$ cat config.mk
export PLATFORM = sky130hd
export DESIGN_NAME = i2s_rx
export DESIGN_NICKNAME = d
export VERILOG_FILES = /design/src/rtl/i2s_rx.sv
export SDC_FILE = /design/constraint.sdc
export NUM_CORES = 1
export LEC_CHECK = 0
export ABC_AREA = 1
export CORE_MARGIN = 2
export CORE_UTILIZATION = 60
export CTS_CLUSTER_DIAMETER = 200
export CTS_CLUSTER_SIZE = 14
export DETAILED_ROUTE_END_ITERATION = 8
export PLACE_DENSITY = 0.83
export RECOVER_POWER = 100
export SYNTH_ARGS = -nofsm -noshare
export SYNTH_HDL_FRONTEND = slang
export SYNTH_SLANG_ARGS = --single-unit
$ cat constraint.sdc
create_clock -name clk -period 3.3 [get_ports clk]
set_input_delay 0.825 -clock clk [delete_from_list [all_inputs] [get_ports clk]]
set_output_delay 0.825 -clock clk [all_outputs]
set_load 0.02 [all_outputs]
$ cat src/rtl/i2s_rx.sv
// -----------------------------------------------------------------------------
// i2s_rx -- I2S receiver, codec is bus master.
//
// bclk, lrclk and sdata are oversampled in the clk domain; no logic runs on
// BCLK itself. Each channel word is captured MSB first, left-justified into
// BITSIZE bits. Once both words of a frame are in, the block presents one
// stereo pair with a single-cycle valid strobe.
//
// Ports
//   clk        system clock, at least 4x BCLK
//   reset      synchronous, active-high
//   bclk       codec bit clock (asynchronous)
//   lrclk      codec ADC word clock, 0 = left, 1 = right (asynchronous)
//   sdata      codec ADC data, MSB first (asynchronous)
//   left_chan  last complete left sample
//   right_chan last complete right sample
//   valid      one-clk pulse when left_chan/right_chan take a new pair
// -----------------------------------------------------------------------------
module i2s_rx #(
  parameter int BITSIZE = 16
) (
  input  logic               clk,
  input  logic               reset,
  input  logic               bclk,
  input  logic               lrclk,
  input  logic               sdata,
  output logic [BITSIZE-1:0] left_chan,
  output logic [BITSIZE-1:0] right_chan,
  output logic               valid
);

  localparam int CW = $clog2(BITSIZE + 1);
  localparam logic [BITSIZE-1:0] MSB_ONE = {1'b1, {(BITSIZE-1){1'b0}}};

  typedef enum logic [1:0] {SYNC, LEFT, RIGHT} state_e;

  state_e state_q, state_d;

  // Synchronisers; bclk gets a third stage for rising-edge detection.
  logic bclk_s1_q, bclk_s2_q, bclk_s3_q;
  logic lr_s1_q, lr_s2_q;
  logic sd_s1_q, sd_s2_q;

  // Registered bit event with the lrclk/sdata values that belong to it.
  logic evt_q, evt_d;
  logic lr_q, lr_d;
  logic sd_q, sd_d;

  logic               lr_prev_q, lr_prev_d;
  logic [CW-1:0]      cnt_q, cnt_d;
  logic [BITSIZE-1:0] shift_q, shift_d;
  logic [BITSIZE-1:0] hold_q, hold_d;
  logic [BITSIZE-1:0] left_q, left_d;
  logic [BITSIZE-1:0] right_q, right_d;
  logic               valid_q, valid_d;

  logic               boundary;
  logic               cnt_open;
  logic               take_bit;
  logic               complete;
  logic [BITSIZE-1:0] word;

  // ---------------------------------------------------------------------------
  // Bit-level datapath
  // ---------------------------------------------------------------------------
  // NOTE: every signal written in an always_comb gets a default first, so no
  // path leaves it unassigned and no latch is inferred.
  always_comb begin
    evt_d = bclk_s2_q & ~bclk_s3_q;
    lr_d  = lr_s2_q;
    sd_d  = sd_s2_q;

    boundary = evt_q && (lr_q != lr_prev_q);
    cnt_open = (cnt_q < CW'(BITSIZE));

    // The bit sampled on a boundary event is the LSB of the closing word
    // (one-BCLK I2S delay). An empty slot (count 0 at its boundary) is a
    // glitch and closes as an all-zero word.
    take_bit = evt_q && cnt_open && !(boundary && (cnt_q == '0));

    // Bits land left-justified, so a short word is zero-padded for free.
    word = shift_q;
    if (take_bit && sd_q) word = shift_q | (MSB_ONE >> cnt_q);

    // A boundary coinciding with the last counted bit is one completion.
    complete = evt_q && cnt_open && ((cnt_q == CW'(BITSIZE - 1)) || boundary);

    lr_prev_d = evt_q ? lr_q : lr_prev_q;

    cnt_d   = cnt_q;
    shift_d = shift_q;
    if (boundary) begin
      cnt_d   = '0;
      shift_d = '0;
    end else if (take_bit) begin
      cnt_d   = cnt_q + CW'(1);
      shift_d = word;
    end
  end

  // ---------------------------------------------------------------------------
  // FSM: next state
  // ---------------------------------------------------------------------------
  // An empty slot drops back to SYNC so a one-BCLK lrclk glitch yields at most
  // one spurious pair before the receiver realigns on the next left boundary.
  always_comb begin
    state_d = state_q;
    unique case (state_q)
      SYNC:    if (boundary && !lr_q) state_d = LEFT;
      LEFT:    if (boundary) state_d = (cnt_q == '0) ? SYNC : RIGHT;
      RIGHT:   if (boundary) state_d = (cnt_q == '0) ? SYNC : LEFT;
      default: state_d = SYNC;
    endcase
  end

  // ---------------------------------------------------------------------------
  // FSM: outputs
  // ---------------------------------------------------------------------------
  always_comb begin
    hold_d  = hold_q;
    left_d  = left_q;
    right_d = right_q;
    valid_d = 1'b0;
    if (complete) begin
      if (state_q == LEFT) begin
        hold_d = word;
      end else if (state_q == RIGHT) begin
        left_d  = hold_q;
        right_d = word;
        valid_d = 1'b1;
      end
    end
  end

  // ---------------------------------------------------------------------------
  // Registers
  // ---------------------------------------------------------------------------
  always_ff @(posedge clk) begin
    if (reset) state_q <= SYNC;
    else       state_q <= state_d;
  end

  // NOTE: sequential state uses non-blocking assignments so every flop samples
  // the pre-edge value of its neighbours, independent of statement order.
  always_ff @(posedge clk) begin
    if (reset) begin
      bclk_s1_q <= 1'b0;
      bclk_s2_q <= 1'b0;
      bclk_s3_q <= 1'b0;
      lr_s1_q   <= 1'b0;
      lr_s2_q   <= 1'b0;
      sd_s1_q   <= 1'b0;
      sd_s2_q   <= 1'b0;
      evt_q     <= 1'b0;
      lr_q      <= 1'b0;
      sd_q      <= 1'b0;
      lr_prev_q <= 1'b0;
      cnt_q     <= '0;
      shift_q   <= '0;
      hold_q    <= '0;
      left_q    <= '0;
      right_q   <= '0;
      valid_q   <= 1'b0;
    end else begin
      bclk_s1_q <= bclk;
      bclk_s2_q <= bclk_s1_q;
      bclk_s3_q <= bclk_s2_q;
      lr_s1_q   <= lrclk;
      lr_s2_q   <= lr_s1_q;
      sd_s1_q   <= sdata;
      sd_s2_q   <= sd_s1_q;
      evt_q     <= evt_d;
      lr_q      <= lr_d;
      sd_q      <= sd_d;
      lr_prev_q <= lr_prev_d;
      cnt_q     <= cnt_d;
      shift_q   <= shift_d;
      hold_q    <= hold_d;
      left_q    <= left_d;
      right_q   <= right_d;
      valid_q   <= valid_d;
    end
  end

  assign left_chan  = left_q;
  assign right_chan = right_q;
  assign valid      = valid_q;

endmodule

======== Word level (Yosys, flattened, before mapping) ========
Cells that the tools add are included.
Widths: inputs -> output; s select.
storage, ports and cells
  output and inout bits ................... 33
  bits of input ports ..................... 5
  latch bits .............................. 0
  bits in writable memories ............... 0
  flip-flop bits (word level) ............. 83
  logic and storage cells ................. 58
  memories kept ........................... 0
  ROM bits ................................ 0
cells by class
  shift-type cells ........................ 1
  $lt $le $gt $ge ......................... 1
  reduce and logical (&&, ||, !) cells .... 17
  mux-type cells .......................... 8
  eq/ne operators ......................... 7
  $mul .................................... 0
  bitwise logic cells ..................... 5
  $add $sub $neg .......................... 1
  divide/modulo/power cells ............... 0
operators by type and width
  operator               count
  $mux 16                1
  $or 16x16->16          1
  $shr 16x5->16 const A  1
  $mux 2                 4
  $logic_and 1x1->1      7
  $ne 2x2->1 const B     3
  $pmux 2 s3             1
  $reduce_and 3->1       2
  $add 5x1->5 const B    1
  $eq 5x4->1 const B     1
  $logic_not 5->1        1
  $lt 5x5->1 const B     1
  $not 1->1              3
  $reduce_or 3->1        1
  $eq 2x1->1 const B     1
  $eq 2x2->1 const B     1
  $logic_not 1->1        2
  $logic_not 2->1        1
  $mux 1                 2
  $reduce_and 2->1       1
  $reduce_or 2->1        1
  $and 1x1->1            1
  $logic_or 1x1->1       1
  $ne 1x1->1             1

======== Logic depth before layout (Yosys ltp) ========
Gate-level depths: netlist of the first run.
  word-level depth ........................ 7
  mapped depth ............................ 12
  gate-level depth less buffers ........... 10

======== Worst setup path after synthesis of the first run ========
OpenSTA, ideal clock, no wires.
  path kind ............................... input to register
  start ................................... in reset
  end ..................................... reg state_q[0]
  setup time .............................. 132 ps
  path slack .............................. 1504 ps
  arrival ................................. 1664 ps
  buffers on the path ..................... 2
  data required time ...................... 3168 ps
  cell stages on the path ................. 7
  path through ............................ clkbuf_1 -> inv_1 -> nand2_1 -> buf_2 -> inv_1 -> nand2_1 -> o21ai_0
RTL lines
  item                  line  text
  start, declared       23    input logic reset,
  end signal, assigned  140   else state_q <= state_d;
  end, declared         37    state_e state_q, state_d;

======== Worst setup path after layout of the first run ========
  start ................................... in reset
  end ..................................... reg state_q[0]
No word-level cell between the ends.

==> results of run 1 <==
per-stage QoR:
step / power (W) / setup slack [ns] / util / area [µm²] / hold slack, ns
2_1_floorplan: 0.00107 / 1.50 / - / 3410 / 0.374
3_3_place_gp: 0.00108 / 0.916 / 0.687 / 3780 / 0.378
3_5_place_dp: 0.00108 / 0.815 / 0.687 / 3780 / 0.392
4_1_cts: 0.00182 / 0.785 / 0.726 / 4000 / 0.402
5_1_grt: 0.00186 / 0.248 / 0.721 / 3970 / 0.418
6_report: 0.00181 / 0.479 / 0.721 / 3970 / 0.398
sequential cells by signal, indices dropped and copies added, names as in the netlist, 2 cells and up:
signal      cells
cnt_q           5
hold_q         16
left_chan      16
right_chan     16
shift_q        16
state_q         2
cell usage in the layout (no fill, tap or decap), types with 2 or more instances in the layout:
| cell | instances |
|---|---|
| inv_1 | 102 |
| dfxtp_1 | 83 |
| a21oi_1 | 70 |
| nand2_1 | 57 |
| nand3_1 | 34 |
| dlygate4sd3_1 | 33 |
| nor2_1 | 30 |
| o21ai_0 | 18 |
| nand4_1 | 16 |
| clkbuf_8 | 11 |
| ha_1 | 7 |
| inv_2 | 5 |
| clkdlybuf4s50_1 | 4 |
| clkinv_4 | 3 |
| nand3b_1 | 2 |
| clkbuf_1 | 2 |
layout make-up:
type,instances,area [µm²],share of cell area
sequential,83,1660,0.418
inverter,107,402,0.101
clock buffer,11,151,0.0381
multi-input combinational,242,1230,0.309
tap,72,90.1,0.0227
timing repair buffer,39,378,0.0951
clock inverter,5,61.3,0.0154
cell families (layout without fill, tap and decap cells):
logic type	count (synthesis)	in the layout
flip-flops	83	83
adder cells (fa/ha/maj)	7	7
buffers and inverters	127	162
XOR/XNOR	1	1
AND/OR/NAND/NOR	144	144
AO/OA/AOI/OAI	90	90
worst min-delay path by stage:
stage,slack (ns),cells past startpoint,endpoint,from
floorplan,0.37,1,evt_q,bclk_s3_q
global placement,0.38,1,evt_q,bclk_s3_q
finish,0.40,1,evt_q,bclk_s3_q
detailed placement,0.39,1,evt_q,bclk_s3_q
global route,0.42,1,evt_q,bclk_s3_q
CTS,0.40,1,evt_q,bclk_s3_q
worst max-delay path, cell delays in order:
cell             delay [ns]
clkdlybuf4s50_1        0.51
clkbuf_1               1.37
o21ai_0                0.27
routing by layer:
metal / track usage / vias up / part of all wire
li1: - / 1479 / -
met1: 0.307 / 1303 / 0.46
met2: 0.417 / 71 / 0.47
met3: 0.0545 / 15 / 0.045
met4: 0.129 / 0 / 0.024
met5: 0 / - / 0
power by group through the flow:
stage	Clock, W	Sequential, W	Combinational, W
6_report	0.000758	0.00101	0.0000414
4_1_cts	0.000760	0.00101	0.0000439
3_5_place_dp	0	0.00104	0.0000433
3_3_place_gp	0	0.00103	0.0000420
2_1_floorplan	0	0.00103	0.0000322
5_1_grt	0.000802	0.00101	0.0000467
==> flow_metrics.tcl, run 1 <==
set metrics [dict create \
    status "finished with violations" \
    violations "max-capacitance violations, max-slew violations" \
    first_global_vias 2813 \
    ys.flop_type "dfxtp_1" \
    numPortBuffers 37 \
    die-height_um 79.4 \
    clockRootBuffer "clkbuf_8" \
    yosys-top-cells-count "inv_1 (102), dfxtp_1 (83), a21oi_1 (70), nand2_1 (56), nand3_1 (33)" \
    synth_top_cells_by_area "dfxtp_1 (49%), inv_1 (11%), a21oi_1 (10%)" \
    grt_util_all_layers 0.251 \
    async_flop_share 0 \
    grt_max_degree 49 \
    fmax_mhz 354 \
    drt-initial-drc-count 230 \
    grt-ovfl-total 0 \
    clockBufferDepth 2 \
    setup_violations 0 \
    clock_power_share 0.419 \
    yosysTopAreaCell "dfxtp_1" \
    ir_drop_v 0.000363 \
    place_hpwl_um 4450 \
    syn_nets 464 \
    worstSetupStartpoint "reset" \
    tritoncts "done" \
    synth_top_family_by_area "simple AND/OR/NAND/NOR gates" \
    synthXorXnorAreaFrac 0.00257 \
    ctsResizeCount 0 \
    yosysMostFrequentCell "inv_1" \
    synth_compound_area_frac 0.134 \
    synth-simple-area-share 0.203 \
    cts_max_level 3 \
    gp_congestion 0.930 \
    die_w_um 79.4 \
    fill_cells 419 \
    post_cts_buffers 0 \
    hold_class "register to register" \
    switching_share 0.220 \
    ant_nets 0 \
    vias 2868 \
    die_area_mm2 0.00630 \
    r2r-start "cnt_q[0]" \
    synth-edff-count 0 \
    r2r_cells 10 \
    synth-adder-area-share 0.0257 \
    synth.avg_cell_area_um2 7.54 \
    clkLatencyLatePin_ns 0.36 \
    numCtsBuffers 9 \
    power_frac_seq 0.559 \
    fin_nets 494 \
    path_max_fanout 45 \
    drive_gt1_frac 0.0513 \
    drv_cap 1 \
    r2r_slack_ns 0.75 \
    area_growth_pct 16.6 \
    rows 27 \
    p_int_w 0.00141 \
    antenna_cells 0 \
    leakage_nw 1.77 \
    worstSetupPathType "input pin to register" \
    clk_pin_slew_worst_paths_ns 0.07 \
    synth-seq-area-share 0.488 \
    antenna_found_initial 0 \
    drv_slew 46 \
    p_switching_w 0.000399 \
    layout.cells.non_filler 559 \
    relSlewSlack -0.252 \
    synth_top_area_frac 0.488 \
    start_util 0.619 \
    vias_per_cell 5.13 \
    worst_pin_slew_ns 1.88 \
    ios 38 \
    period_needed_ns 2.82 \
    cts_sinks 83 \
    critPathRequiredTime_ns 3.46 \
    crit_arrival_ns 2.98 \
    wl_um 6980 \
    post-route-period-util 0.855 \
    first_pass_iters 5 \
    muxShareOfSynthArea 0 \
    grt_setup_unrepaired "false" \
    powerDensity_mw_per_mm2 456 \
    wire_per_inst_um 12.5 \
    ys_seq_elements 83 \
    setup_tns_ns 0 \
    p_comb_frac 0.023 \
    cp-endpoint "state_q[0]" \
    grt_pass1_wl_um 12300 \
    final-hold-violation-count 0 \
    coreArea_mm2 0.00551 \
    worstSetupEndpointType "register" \
    post-route-drc-count 0 \
    finClkSkew_ns 0.0102 \
    synthCells 452 \
    syn_area_mm2 0.00341 \
    ys_types 26 \
    dp_cells 543 \
    holdBufCountCts 0 \
    synth-warning-count 0 \
    r2r_end "right_chan[5]" \
    start_kind "input pin" \
]
Power figures use the tool's default switching activity.
==> run 2, diff against run 1 <==
- CORE_ASPECT_RATIO: default -> 1.75
==> run 2 against run 1 <==
Net effect: the flow still finishes with violations (max-capacitance violations, max-slew violations); clock power fell by 7.0%; setup slack improved by 0.044 ns; design area fell by 0.38%; cell count rose by 0.72%; routed wire length fell by 3.3%; power fell by 3.0%; maximum frequency rose by 1.6%; die area rose by 0.37%; register-to-register slack improved by 0.10 ns; global-route usage fell by 1.7 points; critical path depth did not move; via count fell by 2.0%; critical path type unchanged; largest cell class unchanged; largest power group unchanged; highest routed layer unchanged.
==> flow_metrics.tcl, run 2 (synthesized netlist as in run 1, its figures left out) <==
set metrics [dict create \
    gp_congestion 0.850 \
    wire_per_inst_um 12.0 \
    hold_ws_ns 0.394 \
    critPathRequiredTime_ns 3.46 \
    cts_sinks 83 \
    cts_max_level 3 \
    setup_violations 0 \
    fill_cells 483 \
    crit_path_max_incr_delay_ns 1.38 \
    ios 38 \
    worst_pin_slew_ns 1.92 \
    grt_pass1_wl_um 11200 \
    path_max_fanout 45 \
    relSlewSlack -0.278 \
    power_frac_seq 0.576 \
    ir_drop_v 0.000360 \
    leakage_nw 1.76 \
    p_comb_frac 0.023 \
    ant_nets 0 \
    hold_class "register to register" \
    worstSetupEndpointType "register" \
    p_switching_w 0.000393 \
    crit_arrival_ns 2.94 \
    clockBufferDepth 2 \
    clock_power_share 0.401 \
    finClkSkew_ns 0.00498 \
    grt-ovfl-total 0 \
    layout_commonest_cell "inv_1" \
    ctsResizeCount 0 \
    wl_um 6750 \
    crit_chain "clkdlybuf4s50_1, clkbuf_1, o21ai_0" \
    vias 2811 \
    numPortBuffers 37 \
    cp.buffers_inverters 2 \
    die_w_um 61.0 \
    status "finished with violations" \
    post_cts_buffers 0 \
    fin_nets 494 \
    vias_per_cell 4.99 \
    period_needed_ns 2.78 \
    drv_cap 1 \
    clkLatencyLatePin_ns 0.35 \
    start_util 0.615 \
    die_area_mm2 0.00632 \
    holdBufCountCts 0 \
    layout.cells.non_filler 563 \
    critPathTopFamily "buffers and inverters" \
    grt_max_degree 49 \
    antenna_found_initial 0 \
    coreArea_mm2 0.00554 \
    worstSetupPathType "input pin to register" \
    grt_setup_unrepaired "false" \
    grt_util_all_layers 0.234 \
    numCtsBuffers 9 \
    die-height_um 104 \
    power.total_w 0.00176 \
    drive_gt1_frac 0.0513 \
    violations "max-capacitance violations, max-slew violations" \
    dp_cells 547 \
    start_kind "input pin" \
    slowest_stage "clkbuf_1" \
    antenna_cells 0 \
    switching_share 0.224 \
    final-hold-violation-count 0 \
    p_int_w 0.00136 \
    post-route-drc-count 0 \
    clk_pin_slew_worst_paths_ns 0.08 \
    tritoncts "done" \
    drt-initial-drc-count 135 \
    rows 36 \
    fmax_mhz 360 \
    utilization 0.714 \
    post-route-period-util 0.842 \
    first_global_vias 2643 \
    first_pass_iters 4 \
    area_growth_pct 16.2 \
    setup_tns_ns 0 \
    drv_slew 46 \
    final_cell_mix "inv_1 (102), dfxtp_1 (83), a21oi_1 (70)" \
    powerDensity_mw_per_mm2 444 \
    clockRootBuffer "clkbuf_8" \
    place_hpwl_um 4570 \
]
-- run 2: metal layers --
layer / up-vias / global-route usage / share of wire
met5: - / 0 / 0
met1: 1261 / 0.257 / 0.40
met2: 56 / 0.389 / 0.53
met3: 21 / 0.0687 / 0.029
li1: 1473 / - / -
met4: 0 / 0.120 / 0.036
-- run 2: final timing paths --
check	to	cells past startpoint	from	slack (ns)
hold / removal	evt_q	1	bclk_s3_q	0.39
hold reg to reg	evt_q	1	bclk_s3_q	0.39
setup reg to reg	right_chan[2]	10	cnt_q[1]	0.85
setup / recovery	state_q[0]	3	reset	0.52
-- run 2: layout make-up --
class	instances	area, µm²	share of cell area
sequential	83	1660	0.420
inverter	107	402	0.101
clock inverter	7	68.8	0.0174
tap	76	95.1	0.0240
timing repair buffer	39	378	0.0955
multi-input combinational	242	1230	0.310
clock buffer	9	124	0.0313
-- run 2: power by group through the flow --
stage	registers (W)	logic (W)	clock network, W
final	0.00101	0.0000411	0.000705
after detailed placement	0.00104	0.0000435	0
after CTS	0.00101	0.0000441	0.000723
after global placement	0.00103	0.0000417	0
after floorplan	0.00103	0.0000322	0
after global routing	0.00101	0.0000460	0.000771
-- run 2: metrics by stage --
stage,cell area [µm²],setup WS (ns)
2_1_floorplan,3410,1.50
3_3_place_gp,3790,0.956
3_5_place_dp,3790,0.855
4_1_cts,3980,0.837
5_1_grt,3960,0.339
6_report,3960,0.522
